$ cat config.mk
export PLATFORM = sky130hd
export DESIGN_NAME = alarm_flag_clearer
export DESIGN_NICKNAME = d
export VERILOG_FILES = /design/src/rtl/alarm_flag_clearer.sv
export SDC_FILE = /design/constraint.sdc
export NUM_CORES = 1
export LEC_CHECK = 0
export BUFFER_PORTS_ARGS = -buffer_cell sky130_fd_sc_hd__buf_2
export CORE_MARGIN = 2
export CORE_UTILIZATION = 50
export CTS_BUF_LIST = sky130_fd_sc_hd__clkbuf_4
export DETAILED_ROUTE_END_ITERATION = 12
export MAX_ROUTING_LAYER = met4
export PLACE_DENSITY = 0.77
export SLEW_MARGIN = 5
export SYNTH_ARGS = -nofsm -noshare
export SYNTH_HDL_FRONTEND = slang
export SYNTH_SLANG_ARGS = --single-unit
$ cat constraint.sdc
create_clock -name clock -period 1.6 [get_ports clock]
set_clock_uncertainty 0.2 [all_clocks]
set_input_delay 0.32 -clock clock [delete_from_list [all_inputs] [get_ports clock]]
set_output_delay 0.32 -clock clock [all_outputs]
set_load 0.1 [all_outputs]
$ cat src/rtl/alarm_flag_clearer.sv
// Services sticky alarm flag latches one at a time: round-robin pick, present over valid/ack,
// then pulse the latch clear for CLR_CYCLES cycles and count the served event.
module alarm_flag_clearer #(
    parameter int N_FLAGS    = 4,
    parameter int ID_W       = 2,
    parameter int CLR_CYCLES = 2
) (
    input  logic               clock,
    input  logic               reset,
    input  logic [N_FLAGS-1:0] flag_in,
    input  logic               event_ack,
    output logic               event_valid,
    output logic [ID_W-1:0]    event_id,
    output logic [N_FLAGS-1:0] clear_out,
    output logic               busy,
    output logic [7:0]         served_cnt
);
    localparam int CNT_W = (CLR_CYCLES > 1) ? $clog2(CLR_CYCLES) : 1;

    typedef enum logic [1:0] {S_IDLE, S_PRESENT, S_CLEAR, S_SETTLE} state_t;

    state_t             r_state;
    state_t             w_state_nx;
    logic [ID_W-1:0]    r_rr_ptr;
    logic [ID_W-1:0]    w_rr_ptr_nx;
    logic [ID_W-1:0]    r_event_id;
    logic [ID_W-1:0]    w_event_id_nx;
    logic [ID_W-1:0]    w_sel_id;
    logic               w_sel_found;
    logic [ID_W:0]      w_idx;
    logic [CNT_W-1:0]   r_clr_cnt;
    logic [CNT_W-1:0]   w_clr_cnt_nx;
    logic [7:0]         r_served_cnt;
    logic [7:0]         w_served_cnt_nx;
    logic               r_event_valid;
    logic               r_busy;
    logic [N_FLAGS-1:0] r_clear_out;
    logic [N_FLAGS-1:0] w_id_mask;

    assign w_id_mask = N_FLAGS'(1) << r_event_id;

    // First pending flag at or above the round-robin pointer, wrapping at N_FLAGS-1.
    always_comb begin
        w_sel_found = 1'b0;
        w_sel_id    = '0;
        w_idx       = '0;
        for (int k = 0; k < N_FLAGS; k++) begin
            w_idx = {1'b0, r_rr_ptr} + (ID_W+1)'(k);
            if (w_idx >= (ID_W+1)'(N_FLAGS)) begin
                w_idx = w_idx - (ID_W+1)'(N_FLAGS);
            end
            if (!w_sel_found && flag_in[w_idx[ID_W-1:0]]) begin
                w_sel_found = 1'b1;
                w_sel_id    = w_idx[ID_W-1:0];
            end
        end
    end

    always_comb begin
        w_state_nx      = r_state;
        w_event_id_nx   = r_event_id;
        w_rr_ptr_nx     = r_rr_ptr;
        w_clr_cnt_nx    = r_clr_cnt;
        w_served_cnt_nx = r_served_cnt;
        case (r_state)
            S_IDLE: begin
                if (w_sel_found) begin
                    w_state_nx    = S_PRESENT;
                    w_event_id_nx = w_sel_id;
                end
            end
            S_PRESENT: begin
                // An externally dropped flag takes priority over a simultaneous ack.
                if (!flag_in[r_event_id]) begin
                    w_state_nx = S_IDLE;
                end else if (event_ack) begin
                    w_state_nx   = S_CLEAR;
                    w_clr_cnt_nx = CNT_W'(CLR_CYCLES - 1);
                end
            end
            S_CLEAR: begin
                if (r_clr_cnt == '0) begin
                    w_state_nx      = S_SETTLE;
                    w_served_cnt_nx = (r_served_cnt == 8'hFF) ? r_served_cnt : r_served_cnt + 8'd1;
                    w_rr_ptr_nx     = (r_event_id == ID_W'(N_FLAGS - 1)) ? '0 : r_event_id + 1'b1;
                end else begin
                    w_clr_cnt_nx = r_clr_cnt - 1'b1;
                end
            end
            S_SETTLE: w_state_nx = S_IDLE;
            default:  w_state_nx = S_IDLE;
        endcase
    end

    // Outputs are registered from the next state so they line up with the state they describe.
    always_ff @(posedge clock or posedge reset) begin
        if (reset) begin
            r_state       <= S_IDLE;
            r_rr_ptr      <= '0;
            r_event_id    <= '0;
            r_clr_cnt     <= '0;
            r_served_cnt  <= '0;
            r_event_valid <= 1'b0;
            r_busy        <= 1'b0;
            r_clear_out   <= '0;
        end else begin
            r_state       <= w_state_nx;
            r_rr_ptr      <= w_rr_ptr_nx;
            r_event_id    <= w_event_id_nx;
            r_clr_cnt     <= w_clr_cnt_nx;
            r_served_cnt  <= w_served_cnt_nx;
            r_event_valid <= (w_state_nx == S_PRESENT);
            r_busy        <= (w_state_nx != S_IDLE);
            r_clear_out   <= (w_state_nx == S_CLEAR) ? w_id_mask : '0;
        end
    end

    assign event_valid = r_event_valid;
    assign event_id    = r_event_id;
    assign clear_out   = r_clear_out;
    assign busy        = r_busy;
    assign served_cnt  = r_served_cnt;
endmodule

# == Yosys cells after proc, flatten, opt, wreduce, memory -nomap -nowiden ==
# Cells that the tools add are included.
# word_totals
register_bits,21
inputBits,7
out_inout_bits,16
word_cells,85
# op_classes
addsub,10
magnitude_cmp,9
n_eq_ne,9
shifts,1
mux,33
n_bitwise,2
reduce_logical,13
# op_table
cell,n
$mux W2,13
$lt A2 B3 Y1 const B,5
$mux W1,12
$bmux W1 S2,5
$ge A3 B3 Y1 const B,3
$add A8 B1 Y8 const B,1
$eq A2 B2 Y1 const B,4
$eq A8 B8 Y1 const B,1
$pmux W2 S4,1
$sub A2 B1 Y2 const B,4
$add A2 B2 Y3 const B,2
$reduce_and A3 Y1,2
$eq A2 B1 Y1 const B,2
$mux W4,1
$ne A2 B2 Y1 const B,2
$reduce_and A2 Y1,2
$reduce_bool A2 Y1,2
$shl A1 B2 Y4 const A,1
$add A2 B1 Y3 const B,1
$ge A2 B3 Y1 const B,1
$logic_and A1 B1 Y1,3
$logic_not A1 Y1,3
$add A2 B1 Y2 const B,1
$logic_not A2 Y1,1
3 further kinds,4

# == Longest topological paths before layout ==
# Gate-level depths: netlist of run 1.
# logic_depth
word_depth,18
mapped_depth,4
mapped_depth_nobuf,4

# == Least setup slack after synthesis of run 1 ==
# Ideal clock, no wire load.
# synth_path
path_type,register -> register
startpoint,register r_served_cnt[0] (netlist: served_cnt[0])
endpoint,register r_served_cnt[6] (netlist: served_cnt[6])
setup_ps,129
arrival_time_ps,2001
required_ps,1271
path_slack_ps,-730
path_stages_with_launch,5
n_path_buf,0
synth_period_minus_slack_ps,2330
cell_sequence,dfrtp_1 ha_1 and3_1 nand4_1 mux2_1
# synth_via
elab_chain_len,3
word_cells_on_any_way,4
classes_between,1 x add/sub; 1 x eq/ne; 1 x bitwise; 1 x reduce/logical
# synth_lines
item,line_no,source
from (decl),33,logic [7:0] r_served_cnt;
from (signal assigned),111,r_served_cnt <= w_served_cnt_nx;
branches (longest 3 deep; another with $add A8 B1 Y8),-,
# Several ways; the timed one is not identified.
# A chain may end at the register's enable or synchronous reset.

# == Worst setup path after layout of run 1 ==
# layout_path
startpoint,register r_served_cnt[0] (netlist: served_cnt[0])
endpoint,register r_served_cnt[7] (netlist: served_cnt[7])
# Same word-level chain as after synthesis.

==> run summary, run 1 <==
The routed layout has 1,063 vias. For this block, the routed nets add up to 3200 µm of wire. The floorplan core area is 0.00219 mm². The clock-pin slew on the worst setup and hold paths was 0.11 ns. The largest net degree at the start of global routing is 22.

For the fraction of the yosys area taken by sequential cells, the log shows 46.0%. Critical path start-end classification: flop to flop. The hold path depth is 2.

Worst-case register-to-register setup slack: -0.08 ns. The most used flip-flop cell after synthesis is sky130_fd_sc_hd__dfrtp_1. The type of the worst min-delay path was input port to flop. Adding up every negative setup slack in the final design gives -0.514 ns.

The slowest stage of the critical path is the sky130_fd_sc_hd__dfrtp_4 cell. Of all flip-flops after synthesis, the portion carrying an async set or reset was 100%. For the H-tree depth, the log shows 1. The run gives 0 as the final global-route overflow total.

The number of antenna diodes came out at 0. Measured against its own limit, the worst slew margin works out to 79.3%. The floorplan step set the die height to 51.8 µm. The data required time at the worst endpoint is 1.60 ns. The transition time at the pin with the least slew margin is 0.311 ns, and the number of library cell types mapped by synthesis is 41. For the worst flop-to-flop path, the logic depth is 6. Counting along the longest clock path gives a buffer depth of 2. In this run the critical register-to-register path is launched from served_cnt[0]. The starting DRC count in detailed routing was 23. The clock reaches the later pin of the worst-skew pair after 0.30 ns. Simple-gate share of the synthesized area: 20.9%. The number of global-route vias before repair was 1,107; the share of synthesized area spent on multiplexers was 5.25%. After detailed routing, the number of vias per cell comes to 5.72. STA classifies the critical path endpoint as a flop. The synthesized design spends more area on one cell type than any other, namely sky130_fd_sc_hd__dfrtp_1. The worst setup path is launched from a flop. Data arrives at the worst endpoint at 1.68 ns.

The run gives 16 as the number of failing setup endpoints in the final timing report. The worst IR drop on VDD was 1.65 mV; the overall track demand over capacity in global routing was 26.8%. The achievable clock frequency came out at 597 MHz. TritonCTS created 3 clock buffers. By area, the combinational part of the netlist is dominated by simple AND/OR/NAND/NOR gates.

The die area is 0.00269 mm², and the gate count after technology mapping is 105. In this run the clock root is driven by a sky130_fd_sc_hd__clkbuf_4. The final reports fail on setup timing. The total internal power is 1.72 mW. The tools report the max-slew violation count as 0. Dividing total power by cell area gives a power density of 1840 mW/mm².

The placed instances occupy a cell area of 0.00162 mm². The run gives 8.0% as the clock network fraction of total power. CTS saw 21 sinks. By area the synthesized netlist is led by sky130_fd_sc_hd__dfrtp_1 (46%), sky130_fd_sc_hd__ha_1 (5.5%), sky130_fd_sc_hd__nand2_1 (3.6%). Of the total synthesized cell area, the portion taken by XOR and XNOR cells is 2.30%. The number of input and output port buffers inserted is 22, and the placer's final routability congestion estimate is 0.869. The run finished, with violations left. The share of synthesized area in the top cell type comes to 46.0%.

Pin placement for this block handled 23 I/O pins. Count of placed standard cells including taps: 170. The analysis attributes to cell leakage a power of 0.865 nW. The number of violations of the max-capacitance limit is 0, and the count of standard-cell rows is 17. The number of antenna violations at the first check in global routing is 0. The critical path goes through ha_4 -> buf_4 -> buf_4 -> nand3_1 -> nand2_1 -> mux2_4.

TritonCTS built the clock tree. The least setup slack across all paths after layout was -0.0753 ns; the fraction of the mapped netlist area in compound gates was 17.0%. The number of flip-flops and latches in the synthesized netlist works out to 21.

The number of synthesized flops with an enable pin is 0. After detailed routing, the average wire length per cell comes to 17.2 µm. The final non-filler cell area was 0.00185 mm². Endpoint of the worst hold-timing path: event_valid.

The proportion of total power due to net switching was 49.6%; the total of warnings raised by yosys was 0. The die is 51.8 µm wide. The fraction of final layout cells with drive strength greater than 1 works out to 55.1%. The critical-path maximum fanout was 3. The tools report the end of the worst register-to-register path as served_cnt[7]. Sum of buffers and inverters on the critical path: 2. In this run the power spent charging and discharging nets is 1.69 mW. The initial utilization of the core area, before any placement, comes to 52.2%. The part of the total power dissipated in sequential elements is 27.0%, and the combinational cell fraction of total power is 65.0%. The final number of hold-violating endpoints was 0.

After synthesis the cells add up to 0.00114 mm². The synthesized netlist net count came out at 117. Relative to the synthesized area, the layout overhead comes to 62.1%.

For this run, the slowest stage of the critical path takes 0.51 ns. The minimum clock period after layout was 1.68 ns. For the post-layout instance count excluding filler cells, the log shows 186. The startpoint identified for the worst hold timing path is event_ack. Summing the areas of all fa, ha and maj instances in the mapped netlist gives 5.47% of the synthesized area. Detailed placement finished with a half-perimeter wire length of 2040 µm. The most frequent cell on the critical path was sky130_fd_sc_hd__buf_4.

The worst path uses 105% of the clock period. The layout has 108 filler cells. The core utilization of the finished layout was 84.6%; the number of detailed-route iterations in the first pass was 4. Setup repair after global routing could not meet its margin everywhere. For this run, design rule violations remaining after detail routing come to 0. Post-route antenna net violation count: 0. The gate family responsible for the most delay along the worst path was flip-flops.

The synthesized area per cell was 10.9 µm²; the number of nets in the final layout was 171. The first global-routing pass estimated 5130 µm of wire.
-- area by class of cell --
| type | count | area, µm² | area share, % |
|---|---|---|---|
| clock buffers | 4 | 30.0 | 1.62 |
| multi-input cells | 77 | 687 | 37.0 |
| repair buffers | 52 | 529 | 28.5 |
| well taps | 28 | 35.0 | 1.89 |
| inverters | 4 | 15.0 | 0.810 |
| flip-flops and latches | 21 | 558 | 30.1 |
-- flip-flops by register name, summed over array words and instances, names as in the netlist --
signal,count
event_valid,1
served_cnt,8
r_state,2
r_rr_ptr,2
r_clr_cnt,1
busy,1
event_id,2
clear_out,4
-- how the worst max path moves through the flow --
stage                          endpoint           from  slack [ns]  cells past startpoint
final                     served_cnt[7]  served_cnt[0]       -0.08                      6
after global placement    served_cnt[1]  served_cnt[1]       -0.03                      4
after detailed placement  served_cnt[7]     r_state[0]       -0.13                      4
after CTS                 served_cnt[1]  served_cnt[0]       -0.06                      4
after floorplan           served_cnt[1]  served_cnt[1]       -0.24                      4
after global routing      served_cnt[1]  served_cnt[0]       -0.11                      4
-- logic make-up (layout without fill, tap and decap cells) --
group / after synthesis / count (layout)
AND/OR/NAND/NOR: 38 / 38
AO/OA/AOI/OAI: 26 / 26
flip-flops: 21 / 21
buffers and inverters: 7 / 60
adder cells (fa/ha/maj): 5 / 5
multiplexers: 5 / 5
XOR/XNOR: 3 / 3
-- placed cells by master, fill, tap and decap left out, types with 2 or more instances in the layout --
master                     instances
sky130_fd_sc_hd__a211oi_2          2
sky130_fd_sc_hd__a21boi_1          4
sky130_fd_sc_hd__a21oi_1           6
sky130_fd_sc_hd__a22oi_2           2
sky130_fd_sc_hd__a311oi_1          2
sky130_fd_sc_hd__buf_12           10
sky130_fd_sc_hd__buf_2             6
sky130_fd_sc_hd__buf_4            22
sky130_fd_sc_hd__buf_6             7
sky130_fd_sc_hd__clkbuf_4         10
sky130_fd_sc_hd__dfrtp_1          11
sky130_fd_sc_hd__dfrtp_2           2
sky130_fd_sc_hd__dfrtp_4           8
sky130_fd_sc_hd__ha_1              4
sky130_fd_sc_hd__inv_1             4
sky130_fd_sc_hd__mux2_4            5
sky130_fd_sc_hd__nand2_1          11
sky130_fd_sc_hd__nand2b_1          4
sky130_fd_sc_hd__nand3_1           2
sky130_fd_sc_hd__nand4_1           2
sky130_fd_sc_hd__nor2b_1           3
sky130_fd_sc_hd__nor3b_1           2
sky130_fd_sc_hd__o21ai_0           3
sky130_fd_sc_hd__xor2_1            2
-- power groups by stage --
stage	sequential, mW	combinational (mW)	clock [mW]
after floorplan	1.70	0.534	0
after global placement	0.897	1.94	0
after detailed placement	0.906	1.98	0
after CTS	0.897	2.06	0.275
after global routing	0.949	2.32	0.297
final	0.922	2.22	0.272
-- worst reg2reg max path, cell delays in order, from the launching register on --
cell and delay, ns:
sky130_fd_sc_hd__dfrtp_4 0.51, sky130_fd_sc_hd__ha_4 0.17, sky130_fd_sc_hd__buf_4 0.13, sky130_fd_sc_hd__buf_4 0.13, sky130_fd_sc_hd__nand3_1 0.12, sky130_fd_sc_hd__nand2_1 0.07
sky130_fd_sc_hd__mux2_4 0.25
-- routing by layer --
layer	routed length [µm]	part of all wire [%]	vias up	track usage (%)
met5	0	0	-	-
met1	1300	41	505	31.1
met3	160	5.0	18	4.60
li1	-	-	493	-
met2	1610	50	47	45.4
met4	130	4.1	0	12.3
-- metrics by stage --
step	hold WS, ns	total power, mW	worst slack, ns
after floorplan	0.0966	2.24	-0.238
after global placement	0.158	2.84	-0.0287
after detailed placement	0.171	2.88	-0.128
after CTS	0.0500	3.23	-0.0645
after global routing	0.0511	3.56	-0.105
final	0.0524	3.41	-0.0753
-- cells in the mapped netlist (2+ instances only) --
master / number
sky130_fd_sc_hd__or2_1: 2
sky130_fd_sc_hd__dfrtp_1: 21
sky130_fd_sc_hd__a22oi_1: 2
sky130_fd_sc_hd__nor3b_1: 2
sky130_fd_sc_hd__xor2_1: 2
sky130_fd_sc_hd__buf_2: 2
sky130_fd_sc_hd__mux2_1: 2
sky130_fd_sc_hd__nand2b_1: 4
sky130_fd_sc_hd__a311oi_1: 2
sky130_fd_sc_hd__a21oi_1: 6
sky130_fd_sc_hd__mux2_2: 2
sky130_fd_sc_hd__inv_1: 4
sky130_fd_sc_hd__o31ai_1: 2
sky130_fd_sc_hd__and3_1: 2
sky130_fd_sc_hd__nor2b_1: 3
sky130_fd_sc_hd__nand4_1: 2
sky130_fd_sc_hd__nand3_1: 2
sky130_fd_sc_hd__o21ai_0: 3
sky130_fd_sc_hd__nand2_1: 11
sky130_fd_sc_hd__ha_1: 5
sky130_fd_sc_hd__a21boi_1: 4
-- repair_timing --
| action | in CTS | in global routing |
|---|---|---|
| hold buffers | 1 | 0 |
| hold endpoints to repair | 21 | 0 |
| pin swaps | 5 | 9 |
| endpoints found under the setup margin | 14 | 29 |
| buffers inserted | 9 | 2 |
| gates resized for setup | 10 | 15 |
Power figures use the tool's default switching activity.
==> run 2: changes to the inputs <==
--- a/config.mk
+++ b/config.mk
@@ -5,14 +5,15 @@
 export SDC_FILE = /design/constraint.sdc
 export NUM_CORES = 1
 export LEC_CHECK = 0
+export ABC_AREA = 1
 export BUFFER_PORTS_ARGS = -buffer_cell sky130_fd_sc_hd__buf_2
 export CORE_MARGIN = 2
-export CORE_UTILIZATION = 50
+export CORE_UTILIZATION = 52
 export CTS_BUF_LIST = sky130_fd_sc_hd__clkbuf_4
 export DETAILED_ROUTE_END_ITERATION = 12
 export MAX_ROUTING_LAYER = met4
-export PLACE_DENSITY = 0.77
-export SLEW_MARGIN = 5
+export PLACE_DENSITY = 0.78
+export SLEW_MARGIN = 20
 export SYNTH_ARGS = -nofsm -noshare
 export SYNTH_HDL_FRONTEND = slang
 export SYNTH_SLANG_ARGS = --single-unit
==> run 2 against run 1 <==
Against the previous run:
- the run still ends with setup timing left
- die area increased by 9.3%
- setup slack got worse by 0.11 ns
- combinational power increased by 54%
- global-route usage about the same
- cell area increased by 13%
- synthesized cell count increased by 61%
- register-to-register slack got worse by 0.11 ns
- first-iteration DRC count increased to 2.8 times the previous value
- critical path type unchanged
==> run summary, run 2 <==
The tools report the final number of hold-violating endpoints as 0 (unchanged). The floorplan core area was 0.00243 mm² (+11%). The largest stage delay on the critical path works out to 0.47 ns (-0.04 ns). The tools report the number of top-level design ports as 23 (unchanged). Type of the worst min-delay path: input port to flop.

The final non-filler cell area is 0.00209 mm² (+13%). The final global-route overflow total was 0 (unchanged). Biggest area consumer among synthesized cells: sky130_fd_sc_hd__dfrtp_1.

Die area: 0.00294 mm² (+9.3%). The run gives 2 (unchanged) as the largest buffer count on any clock path. Startpoint of the worst hold path: event_ack.

The worst-skew pair later-pin latency was 0.31 ns (about the same); the proportion of total power due to net switching was 54.6% (+5.0 points). The tools report the combinational cell fraction of total power as 72.9% (+7.9 points). Leaving out fill and tap cells, the most frequent cells in the layout are sky130_fd_sc_hd__nand2_1 (38), sky130_fd_sc_hd__buf_4 (23), sky130_fd_sc_hd__inv_1 (20), sky130_fd_sc_hd__nand2_2 (20), sky130_fd_sc_hd__buf_12 (11). Predominant post-synthesis flop cell: sky130_fd_sc_hd__dfrtp_1. The run gives 0 (unchanged) as the number of antenna violations at the first check in global routing.

The die extent in x came out at 54.2 µm (+4.6%). STA classifies the critical path endpoint as a flop. The worst IR drop on VDD came out at 1.93 mV (+17%).

The tools report the number of nets in the final layout as 239 (+40%). The logs give 4.69 mW (+38%) for the overall power and 18 (+1) for the count of standard-cell rows. The transition time at the pin with the least slew margin is 0.361 ns (+0.0493 ns), and the sequential standard cell area is 554 µm² (-0.67%). For the number of failing setup endpoints in the final timing report, the log shows 21 (+5). The combined area of all synthesized cells was 0.00131 mm² (+15%). The relative slew slack was 75.7% (-3.5 points); the wire length per cell was 17.6 µm (+2.1%). The critical-path maximum fanout was 7 (+4). The critical path starts at r_rr_ptr[1]. The run finished, with violations left.

The number of library cell types mapped by synthesis is 26 (-37%), and the placer's final routability congestion estimate is 0.855 (-1.5%). The area fraction of the dominant cell type after synthesis was 40.1% (-5.8 points); the gate count after technology mapping was 169 (+61%). The clock-pin slew on the worst setup and hold paths came out at 0.12 ns (about the same).

The starting DRC count in detailed routing came out at 64 (+180%). The run gives 26.8% (-0.037 points) as the overall track demand over capacity in global routing. Ranked by total cell area, the synthesized netlist is headed by sky130_fd_sc_hd__dfrtp_1 (40%), sky130_fd_sc_hd__nand2_1 (15%), sky130_fd_sc_hd__inv_1 (6.6%). Core utilization of the finished layout: 85.8% (+1.2 points).

The clock buffer count from CTS is 3 (unchanged). The run gives 2.13 mW (+24%) as the total internal power. The number of global-route vias before repair is 1,267 (+14%). The max-slew violation count is 0 (unchanged). The fill cell total of the finished layout is 130 (+20%), and the number of flip-flops and latches in the synthesized netlist is 21 (unchanged).

Setup repair after global routing could not meet its margin everywhere. Leaving out fill and tap cells, the most frequent cell in the layout is sky130_fd_sc_hd__nand2_1. For the number of detailed-route iterations in the first pass, the log shows 4 (unchanged).

The synthesized area per cell works out to 7.75 µm² (-29%). The worst register-to-register path begins at r_rr_ptr[1]. The net switching power was 2.56 mW (+51%). The run gives 22 (unchanged) as the largest net degree at the start of global routing. The multi-input logic area came out at 787 µm² (+15%).

The fraction of the cycle the final worst path needs is 111% (+6.6 points), and the synthesized netlist net count is 181 (+55%). The number of synthesized flops with an enable pin came out at 0 (unchanged). The tree is rooted in a sky130_fd_sc_hd__clkbuf_4. Initial cell density of the core: 53.9% (+1.7 points).

The critical path start-end classification is flop to flop. The commonest cells after synthesis are sky130_fd_sc_hd__nand2_1 (54), sky130_fd_sc_hd__inv_1 (23), sky130_fd_sc_hd__dfrtp_1 (21). The number of input and output port buffers inserted came out at 22 (unchanged). The count of vias placed by the detailed router is 1,365 (+28%). The H-tree depth was 1 (unchanged); the number of violations of the max-capacitance limit was 0 (unchanged). The final-layout setup total negative slack is -1.67 ns (-1.16 ns).

The vertical die dimension is 54.2 µm (+4.6%), and the clock network fraction of total power is 6.3% (-1.7 points). The tools report the kind of start point of the critical path as a flop. The clock sink total is 21 (unchanged). The average via count per standard cell came out at 5.33 (-6.7%). For the achievable clock frequency, the log shows 562 MHz (-5.9%). The most used standard cell by instance count after synthesis was sky130_fd_sc_hd__nand2_1. The post-route antenna net violation count was 0 (unchanged); the DRC violation count after routing was 0 (unchanged).

The logs give 4500 µm (+41%) for the routed wire length and 0.228 ns (+0.175 ns) for the final hold slack. The area after detailed placement was 0.00179 mm² (+11%). Fraction of final layout cells with drive strength greater than 1: 52.7% (-2.4 points). The tools report the total of warnings raised by yosys as 0 (unchanged). The signal on the critical path passes through inv_2 -> nand2_2 -> nand2_2 -> nor2_1 -> nor2_2 -> nand3_4 -> nand2_4 -> nand3_4 -> nor2_2. The async set-reset flop share out of synthesis was 100% (unchanged); the leakage dissipation was 1.03 nW (+19%). The tools report the data required time at the worst endpoint as 1.64 ns (+0.04 ns). The first-pass GRT wire length came out at 5480 µm (+6.7%). TritonCTS built the clock tree.

Number of flip-flops in the largest register: 8 (unchanged). The final HPWL from detailed placement is 2540 µm (+24%), and the minimum clock period after layout is 1.78 ns (+0.105 ns). The part of the total power dissipated in sequential elements was 20.8% (-6.2 points).

Relative area change from synthesis to final layout: 59.3%. The final reports fail on setup timing. The least setup slack across all paths after layout came out at -0.180 ns (-0.105 ns). The number of antenna diodes came out at 0 (unchanged). On the critical path, the stage with the largest delay is an instance of sky130_fd_sc_hd__dfrtp_1.

The endpoint arrival time on the critical path was 1.82 ns (+0.14 ns); the ratio of total power to cell area was 2250 mW/mm² (+22%). The fraction of the yosys area taken by sequential cells came out at 40.1% (-5.8 points).
run 2: repair_timing:
item	CTS	global route
pin swaps	9	13
setup buffers	7	7
setup endpoints to repair	22	26
hold buffers	1	0
resized for setup	17	28
endpoints found under the hold margin	21	0
run 2: metrics by stage:
step,instances,setup slack [ns]
6_report,256,-0.180
5_1_grt,256,-0.246
4_1_cts,249,-0.152
3_5_place_dp,237,-0.238
3_3_place_gp,237,-0.107
2_1_floorplan,169,-0.0891
run 2: worst max-delay path: cells and delay by family, from the launching register on:
kind | cells | cell delay, ns
DFF | 1 | 0.47
and+or+nand+nor | 8 | 0.87
buffers and inverters | 1 | 0.18
run 2: worst paths after layout:
| path | cells after the start | end | slack [ns] |
|---|---|---|---|
| min in group asynchronous | 4 | served_cnt[1] | 0.37 |
| max | 9 | clear_out[0] | -0.18 |
| max reg2reg | 9 | clear_out[0] | -0.18 |
| min reg2reg | 1 | r_clr_cnt | 0.38 |
| max in group asynchronous | 4 | event_id[1] | 0.57 |
| min | 3 | r_state[1] | 0.23 |
run 2: power groups by stage:
stage               Clock, mW  Combinational, mW  Sequential, mW
detailed placement          0               2.79           0.970
CTS                     0.275               3.07           0.957
floorplan                   0               1.15            1.74
global route            0.313               3.59           0.991
global placement            0               2.69           0.953
finish                  0.294               3.42           0.978
run 2: final cells by class:
type / count / area share, %
clock buffers: 4 / 1.44
flip-flops and latches: 21 / 26.6
inverters: 27 / 5.46
well taps: 30 / 1.80
multi-input cells: 120 / 37.7
repair buffers: 54 / 27.0
run 2: per-layer routing:
| metal | vias to the layer above | GRT usage (%) | routed length [µm] |
|---|---|---|---|
| li1 | 633 | - | - |
| met1 | 662 | 31.1 | 1740 |
| met2 | 57 | 49.4 | 2410 |
| met3 | 13 | 3.89 | 239 |
| met4 | 0 | 4.17 | 102 |
| met5 | - | - | 0 |
run 2: kinds of logic after synthesis:
group | Yosys count | synth area share (%)
compound gates | 8 | 3.63
fa+ha+maj | 5 | 4.78
buf+inv | 28 | 9.17
flops | 21 | 40.1
xor+xnor | 7 | 4.68
simple gates | 100 | 37.6
